File: src/rtl/ring_sequence_monitor.sv
// Run-time integrity checker for a one-hot ring counter: verifies one-hot left rotation,
// counts revolutions and flags illegal states. Define RING_MON_ERRCNT_EN to add err_count.
module ring_sequence_monitor #(
  parameter int unsigned WIDTH = 3,
  parameter int unsigned REV_W = 8
`ifdef RING_MON_ERRCNT_EN
  ,
  parameter int unsigned ERR_W = 8
`endif
) (
  input  logic             clk,
  input  logic             rst,
  input  logic             en,
  input  logic [WIDTH-1:0] ring_q,
  input  logic             clr_err,
  output logic             locked,
  output logic             err,
  output logic             err_pulse,
  output logic             rev_pulse,
`ifdef RING_MON_ERRCNT_EN
  output logic [ERR_W-1:0] err_count,
`endif
  output logic [REV_W-1:0] rev_count
);

  typedef enum logic [1:0] {StIdle, StLocked, StError} state_e;

  state_e             state_q, state_d;
  logic [WIDTH-1:0]   prev_q, prev_d;
  logic               locked_q, locked_d;
  logic               err_q, err_d;
  logic               err_pulse_q, err_pulse_d;
  logic               rev_pulse_q, rev_pulse_d;
  logic [REV_W-1:0]   rev_count_q, rev_count_d;

  logic               ring_onehot;
  logic [WIDTH-1:0]   prev_rot;

  assign ring_onehot = (ring_q != '0) && ((ring_q & (ring_q - WIDTH'(1))) == '0);
  assign prev_rot    = {prev_q[WIDTH-2:0], prev_q[WIDTH-1]};

  always_comb begin
    state_d     = state_q;
    prev_d      = prev_q;
    err_d       = err_q;
    err_pulse_d = 1'b0;
    rev_pulse_d = 1'b0;
    rev_count_d = rev_count_q;
    unique case (state_q)
      StIdle: begin
        // Non-one-hot here is tolerated: the counter may still be held in reset.
        if (en && ring_onehot) begin
          state_d = StLocked;
          prev_d  = ring_q;
        end
      end
      StLocked: begin
        if (en) begin
          if (ring_q == prev_rot) begin
            prev_d = ring_q;
            if (prev_q[WIDTH-1] && ring_q[0]) begin
              rev_count_d = rev_count_q + REV_W'(1);
              rev_pulse_d = 1'b1;
            end
          end else begin
            state_d     = StError;
            err_d       = 1'b1;
            err_pulse_d = 1'b1;
          end
        end
      end
      StError: begin
        if (clr_err) begin
          state_d = StIdle;
          err_d   = 1'b0;
        end
      end
      default: state_d = StIdle;
    endcase
    locked_d = (state_d == StLocked);
  end

`ifdef RING_MON_ERRCNT_EN
  logic [ERR_W-1:0] err_count_q, err_count_d;

  always_comb begin
    err_count_d = err_count_q;
    if (err_pulse_d && (err_count_q != '1)) begin
      err_count_d = err_count_q + ERR_W'(1);
    end
  end

  always_ff @(posedge clk) begin
    if (rst) begin
      err_count_q <= '0;
    end else begin
      err_count_q <= err_count_d;
    end
  end

  assign err_count = err_count_q;
`endif

  always_ff @(posedge clk) begin
    if (rst) begin
      state_q     <= StIdle;
      prev_q      <= '0;
      locked_q    <= 1'b0;
      err_q       <= 1'b0;
      err_pulse_q <= 1'b0;
      rev_pulse_q <= 1'b0;
      rev_count_q <= '0;
    end else begin
      state_q     <= state_d;
      prev_q      <= prev_d;
      locked_q    <= locked_d;
      err_q       <= err_d;
      err_pulse_q <= err_pulse_d;
      rev_pulse_q <= rev_pulse_d;
      rev_count_q <= rev_count_d;
    end
  end

  assign locked    = locked_q;
  assign err       = err_q;
  assign err_pulse = err_pulse_q;
  assign rev_pulse = rev_pulse_q;
  assign rev_count = rev_count_q;

endmodule

File: config.mk
export PLATFORM = sky130hd
export DESIGN_NAME = ring_sequence_monitor
export DESIGN_NICKNAME = d
export VERILOG_FILES = /design/src/rtl/ring_sequence_monitor.sv
export SDC_FILE = /design/constraint.sdc
export NUM_CORES = 1
export LEC_CHECK = 0
export CAP_MARGIN = 20
export CORE_MARGIN = 2
export CORE_UTILIZATION = 47
export DETAILED_ROUTE_END_ITERATION = 8
export GPL_TIMING_DRIVEN = 0
export PLACE_DENSITY = 0.84
export REMOVE_ABC_BUFFERS = 1
export SLEW_MARGIN = 20
export SYNTH_ARGS = -nofsm -noshare
export SYNTH_HDL_FRONTEND = slang
export SYNTH_SLANG_ARGS = --single-unit
File: constraint.sdc
create_clock -name clk -period 2.12 [get_ports clk]
set_clock_uncertainty 0.1 [all_clocks]
set_input_delay 0.212 -clock clk [delete_from_list [all_inputs] [get_ports clk]]
set_output_delay 0.212 -clock clk [all_outputs]
set_load 0.02 [all_outputs]
==> out/results.txt, run 1 <==
The flow ran to the end, and the final reports show no timing, DRC or antenna violations. The clock network is responsible for 30.2% of the overall power. Kind of launch point of the worst setup path: a primary input.

The clock reaches the later pin of the worst-skew pair after 0.29 ns. The count of final hold-check violations was 0; the die span in y was 45.8 microns. During synthesis, Yosys emitted a total of 0 warnings. The cell row count came out at 15. The count of buffers from port buffering was 18; the number of filler instances in the final layout was 147. Max-cap violations in this run came to 0. The post-synthesis sequential area ratio is 41.4%. The synthesized design contains 0 enable-type register cells. For this block, the routed nets add up to 1.62 mm of wire. In the routed design, unresolved DRC markers number 0. The core region is 1690 sq um.

Critical path required time: 2.24 ns. Summed over all layers, the global routing overflow is 0. The count of nets left with antenna violations once routing finished came out at 0. The number of buffers and inverters on the critical path is 3. In this run the worst hold path is classified as flip-flop to flip-flop. Worst setup path category: primary input to flip-flop.

Synthesis produced 90 cells. Of the total power, combinational logic draws 12.0%. The sequential cell area came out at 340 sq um.

Static timing analysis puts the maximum clock frequency at 505 MHz. Routability-driven placement finished with a final weighted congestion of 0.862. For the count of H-tree levels built during CTS, the log shows 1.

The tools report the TritonCTS sink count as 17. 19 I/O pins were placed. The effective utilization at floorplan was 48.7%; the post-synthesis to final-layout area growth was 28.3%.

Cell internal power was estimated by the tool at 432 uW. The overall die width is 45.8 microns. TritonCTS built the clock tree.

Clock tree synthesis selected as its root buffer the cell clkbuf_4. Setup repair after global routing left no endpoint under its margin. The run gives 675 as the via count of the first global-routing pass. The share of total power in sequential cells was 57.8%; the post-synthesis average cell area was 9.13 sq um.

Of all nets on the critical path, the largest fanout is 6. The tools report the largest net degree at the start of global routing as 21. Max-slew violation count: 0.

In the final layout, the multi-input gates occupy 448 sq um. The cell area after synthesis is 822 sq um, and the number of DRC markers after the initial detailed-route iteration is 9. The tools report the number of antenna repair diodes as 0. The measured slew at the worst slew-check pin is 0.634 ns. The critical path goes through clkdlybuf4s50_1, ha_1, inv_1, nand4_1, buf_4, or3_1, a21oi_1.

After detailed routing, the met2 layer carries 739 microns of wire. Before antenna repair, the detailed router went through 4 iterations. The post-route fraction of the period consumed by the critical path was 93.5%. Counting the buffers created by CTS gives 3. VDD sags by at most 0.404 mV. Power density over the cells: 549 nW/um^2.

For this block, the via count after detailed routing is 755. The met1 wire length was 786 microns; the global-route wire length before repair was 2.72 mm. The share of flip-flops with an asynchronous set or reset after synthesis came out at 0%.

Type of element capturing the critical path: a flip-flop. Among all flip-flop cells after synthesis, the most frequent one is dfxtp_1. The clock input transition at the sequential cells of the worst setup and hold paths is 0.10 ns, and the final critical-path setup slack is 0.138 ns. The worst path needs 1.98 ns of the cycle, external delays included. In this run the tightest slew margin relative to its limit is 57.6%.

The arrival time at the worst endpoint was 2.10 ns. Setup violations remaining at the end of the flow were counted as 0. Net switching is 25.5% of the power. Final net count: 122. The clock passes through at most 2 buffers. For this run, the slowest stage of the critical path takes 0.48 ns. The cell with the largest stage delay on the worst path is clkdlybuf4s50_1. The number of gates given a new drive strength after cts was 0; the number of antenna violations at the first check in global routing was 0. Summed over all nets, the switching power comes to 148 uW. Of the cells placed in the final design, the portion with a size suffix greater than 1 is 8.04%.

Met3 wire length: 65 microns. In this run the static leakage power is 0.000358 uW. The detail-routed net length per standard cell is 12.6 microns. The cell type group with the largest total delay on the critical path was buffers and inverters. In the routed layout, each cell is associated on average with a via count of 5.85. The highest layer touched by signal routing is met4. Before CTS, the worst setup slack after placement is -0.295 ns. Summed over all nets, the half-perimeter wirelength after detailed placement is 1.23 mm. For this run, the total global-route usage over all layers was measured as 17.8%. Synthesis instantiated 32 different standard cells from the library. Setup total negative slack on the finished layout was measured at 0 ns. Synthesis inferred 17 register bits.

The run gives 2100 sq um as the area enclosed by the die boundary.
## worst paths after layout
check,startpoint,endpoint,slack (ns),cells after the start
worst max-delay path,ring_q[0],rev_count[3],0.14,7
worst min-delay path,err,err,0.37,2
worst min register to register,err,err,0.37,2
worst max register to register,prev_q[2],rev_count[3],0.28,6
## layer usage
| metal | track usage, % | vias to the layer above |
|---|---|---|
| li1 | - | 375 |
| met1 | 21.3 | 352 |
| met2 | 30.7 | 24 |
| met3 | 2.78 | 4 |
| met4 | 8.57 | 0 |
| met5 | 0 | - |
## cell type report
cell class / instances / share of cell area [%]
clock buffer: 3 / 2.14
sequential: 17 / 32.3
inverter: 4 / 1.42
tap: 17 / 2.02
multi-input combinational: 66 / 42.5
clock inverter: 1 / 0.474
timing repair buffer: 21 / 19.2
## worst register-to-register path: stages, from the launching register on
cell     delay, ns
dfxtp_1       0.33
ha_1          0.31
inv_1         0.10
nand4_1       0.23
buf_4         0.23
or3_1         0.34
a21oi_1       0.14
## synth_stat cells, types with 2 or more instances
library cell	n	area share [%]
nand3_1	3	1.8
inv_1	4	1.8
clkbuf_1	2	0.91
nand2_1	7	3.2
nand2b_1	5	3.8
mux2i_1	3	3.7
o21ai_0	4	2.4
dfxtp_1	17	41
nand3b_1	2	1.8
xnor2_1	3	3.2
xor2_1	3	3.2
or3_1	2	1.5
nand4b_1	2	2.1
ha_1	2	3.0
a211oi_1	2	1.8
o31ai_1	2	1.8
a21oi_1	9	5.5
nor2_1	3	1.4
o41ai_1	2	2.1
## power groups by stage
| stage | sequential (uW) | combinational, uW | clock [uW] |
|---|---|---|---|
| after floorplan | 344 | 34.0 | 0 |
| after global placement | 342 | 66.9 | 0 |
| after detailed placement | 342 | 68.6 | 0 |
| after CTS | 335 | 69.0 | 181 |
| after global routing | 336 | 75.5 | 194 |
| final | 335 | 69.4 | 175 |
## placed cells by master, fill, tap and decap left out, drive strengths merged, types with 2 or more instances in the layout
cell | netlist | layout
nor2 | 3 | 3
clkdlybuf4s50 | 0 | 18
inv | 4 | 4
xnor2 | 3 | 3
mux2i | 3 | 3
o21ai | 4 | 4
buf | 1 | 3
nand3b | 2 | 2
clkbuf | 2 | 3
a211oi | 2 | 2
a21oi | 9 | 9
ha | 2 | 2
and4 | 2 | 2
nand2b | 5 | 5
xor2 | 3 | 3
nand4b | 2 | 2
o41ai | 2 | 2
dfxtp | 17 | 17
nand2 | 7 | 7
nand3 | 3 | 3
or3 | 2 | 2
o31ai | 2 | 2
## per-stage QoR
stage          power [uW]  instance area [sq um]  instances  hold slack, ns  util, %
5_1_grt               606                   1050        129           0.397     62.4
3_5_place_dp          411                   1000        122           0.355     59.5
4_1_cts               585                   1030        126           0.373     61.1
2_1_floorplan         378                    803         87           0.181        -
3_3_place_gp          409                   1000        122           0.346     59.5
6_report              579                   1050        129           0.367     62.4
## repair_timing
item | 4_1_cts | 5_1_grt
setup endpoints to repair | 0 | 4
hold buffers | 0 | 0
buffers inserted | 0 | 3
## registers in the layout (all words and copies together), names as in the netlist
signal     count
locked         1
prev_q         3
rev_count      8
err_pulse      1
state_q        2
err            1
rev_pulse      1
## kinds of logic (layout without fill, tap and decap cells)
group                      Yosys count  in the layout  share of synthesized area [%]
AOI/OAI and AO/OA                   22             22                           16.7
and+or+nand+nor                     33             33                           24.7
muxes                                3              3                           3.65
DFF                                 17             17                           41.4
buffers and inverters                7             29                           4.11
xor gates and xnor gates             6              6                           6.39
adders and majority gates            2              2                           3.04
Note: power is estimated with default switching activity, not from simulation.
==> run 2, diff against run 1 <==
CORE_MARGIN = unset   (was 2)
==> out/results.txt, run 2 (synthesis gave the netlist of run 1 again) <==
The run finished, with violations left. The checks that failed: design-rule violations. The worst path needs 1.99 ns of the cycle, external delays included. The share of layout cells above drive strength 1 was 8.04%; the measured slew at the worst slew-check pin was 0.609 ns. The final critical-path setup slack is 0.127 ns. TritonCTS built the clock tree.

Number of antenna violations at the first check in global routing: 0. After floorplanning, the core was divided into 14 placement rows. The leading cell type in the layout, fill and taps excluded was clkdlybuf4s50_1.

The tree is rooted in a clkbuf_4. The tools report the max-slew violation count as 0. The via count of the first global-routing pass came out at 633. In the routed design, unresolved DRC markers number 5.

The floorplan step set the die width to 43.8 microns. Hold is met by 0.367 ns. The worst hold-check path type is flip-flop to flip-flop. The power density over the cells was 547 nW/um^2. The worst pin sits at a relative slew slack of 59.3%.

In this run the tool buffered the top-level ports with 18 buffer cells. Flip-flop count of the largest register, all copies and words added: 8. The peak supply drop is 0.356 mV. For the number of buffers added to fix hold violations after cts, the log shows 0. The TritonCTS sink count was 17; the post-route fraction of the period consumed by the critical path was 94.0%. The leakage power was 0.000358 uW. After detailed routing, the total wire length is 1.58 mm.

The run gives 0 as the global route total overflow. The die covers 1920 sq um. Setup repair after global routing left no endpoint under its margin. OpenSTA, run right after detailed placement, puts the worst setup slack at -0.302 ns. Detailed placement ended at an HPWL of 1.17 mm. Relative to the synthesized area, the layout overhead comes to 28.2%.

For the worst setup path, the data arrival time is 2.11 ns. Once the clock tree was built, the resizer swapped 0 gates to a different size. In the final routed layout, each cell accounts on average for 12.3 microns. The worst setup path is captured at a flip-flop. The CTS buffer count is 3, and the vias after detailed routing is 749.

The count of final setup violators was 0; the effective utilization at floorplan was 52.1%. Worst setup path category: primary input to flip-flop. Number of detailed-routing iterations run before antenna repair: 6. The congestion estimate from routability-driven global placement came to 0.818.

The run gives 2.63 mm as the global-route wire length before repair. The post-detailed-route via-to-cell ratio is 5.85, and the highest attainable clock frequency is 502 MHz. The die span in y is 43.8 microns. The core region is 1580 sq um. The count of H-tree levels built during CTS was 1; the number of antenna repair diodes was 0.

The tool flagged a number of max-cap violations equal to 0. The clock reaches the later pin of the worst-skew pair after 0.29 ns. The tools report the largest net degree at the start of global routing as 21. Data on the critical path is required at its endpoint by 2.24 ns. After clock tree synthesis, the clock-pin slew on the worst setup and hold paths is 0.10 ns. The I/O pin total is 19, and the number of nets with antenna violations after detailed routing is 0. The worst setup path is launched from a primary input. After the first detailed-routing iteration, the DRC count stood at 26.

The tools report the post-CTS setup buffer count as 0. No sink is reached through more buffers than the 2 on the longest clock path. At the end of the flow, the number of nets in the layout was 122.

The library cells used most frequently in the layout, excluding fill and tap cells, are clkdlybuf4s50_1 (18), dfxtp_1 (17), a21oi_1 (9). The largest fanout of any net on the critical path came out at 6. Global routing used 18.1% of the available tracks. For the count of final hold-check violations, the log shows 0.
==> run 2: cell counts in the layout (fill, tap and decap cells not counted) <==
No cell type changed its count.
==> run 2: power breakdown <==
part / switching (uW) / internal, uW
clock network: 103 / 70.2
logic: 34.9 / 33.5
registers: 6.91 / 328
total: 145 / 432
==> run 2: metal layers <==
layer | track usage, % | vias to the layer above | part of all wire (%)
met5 | 0 | - | 0
met4 | 7.50 | 0 | 0.95
met3 | 2.50 | 2 | 4.1
met2 | 30.1 | 20 | 49
met1 | 23.4 | 350 | 46
li1 | - | 377 | -
==> run 2: worst max-delay path, stage by stage <==
cell and delay [ns]:
clkdlybuf4s50_1 0.48, ha_1 0.36, inv_1 0.10, nand4_1 0.25, buf_4 0.24, or3_1 0.33
a21oi_1 0.14
==> run 2: final timing paths <==
kind              startpoint            to  slack [ns]  cells past startpoint
setup / recovery   ring_q[0]  rev_count[3]        0.13                      7
hold / removal           err           err        0.37                      2
setup reg to reg   prev_q[2]  rev_count[3]        0.25                      6
hold reg to reg          err           err        0.37                      2
==> run 2: stage by stage <==
stage	cell area [sq um]	total power [uW]	setup TNS [ns]	util [%]	cells
after floorplan	803	378	0	-	87
after global placement	1000	409	-0.953	63.7	121
after detailed placement	1000	411	-1.27	63.7	121
after CTS	1030	586	0	65.4	125
after global routing	1050	605	0	66.8	128
final	1050	576	0	66.8	128
==> run 2: area by class of cell <==
class	count	area (sq um)
fill	134	523
multi-input combinational	66	448
sequential	17	340
timing repair buffer	21	203
clock buffer	3	22.5
tap	16	20.0
inverter	4	15.0
clock inverter	1	5.00
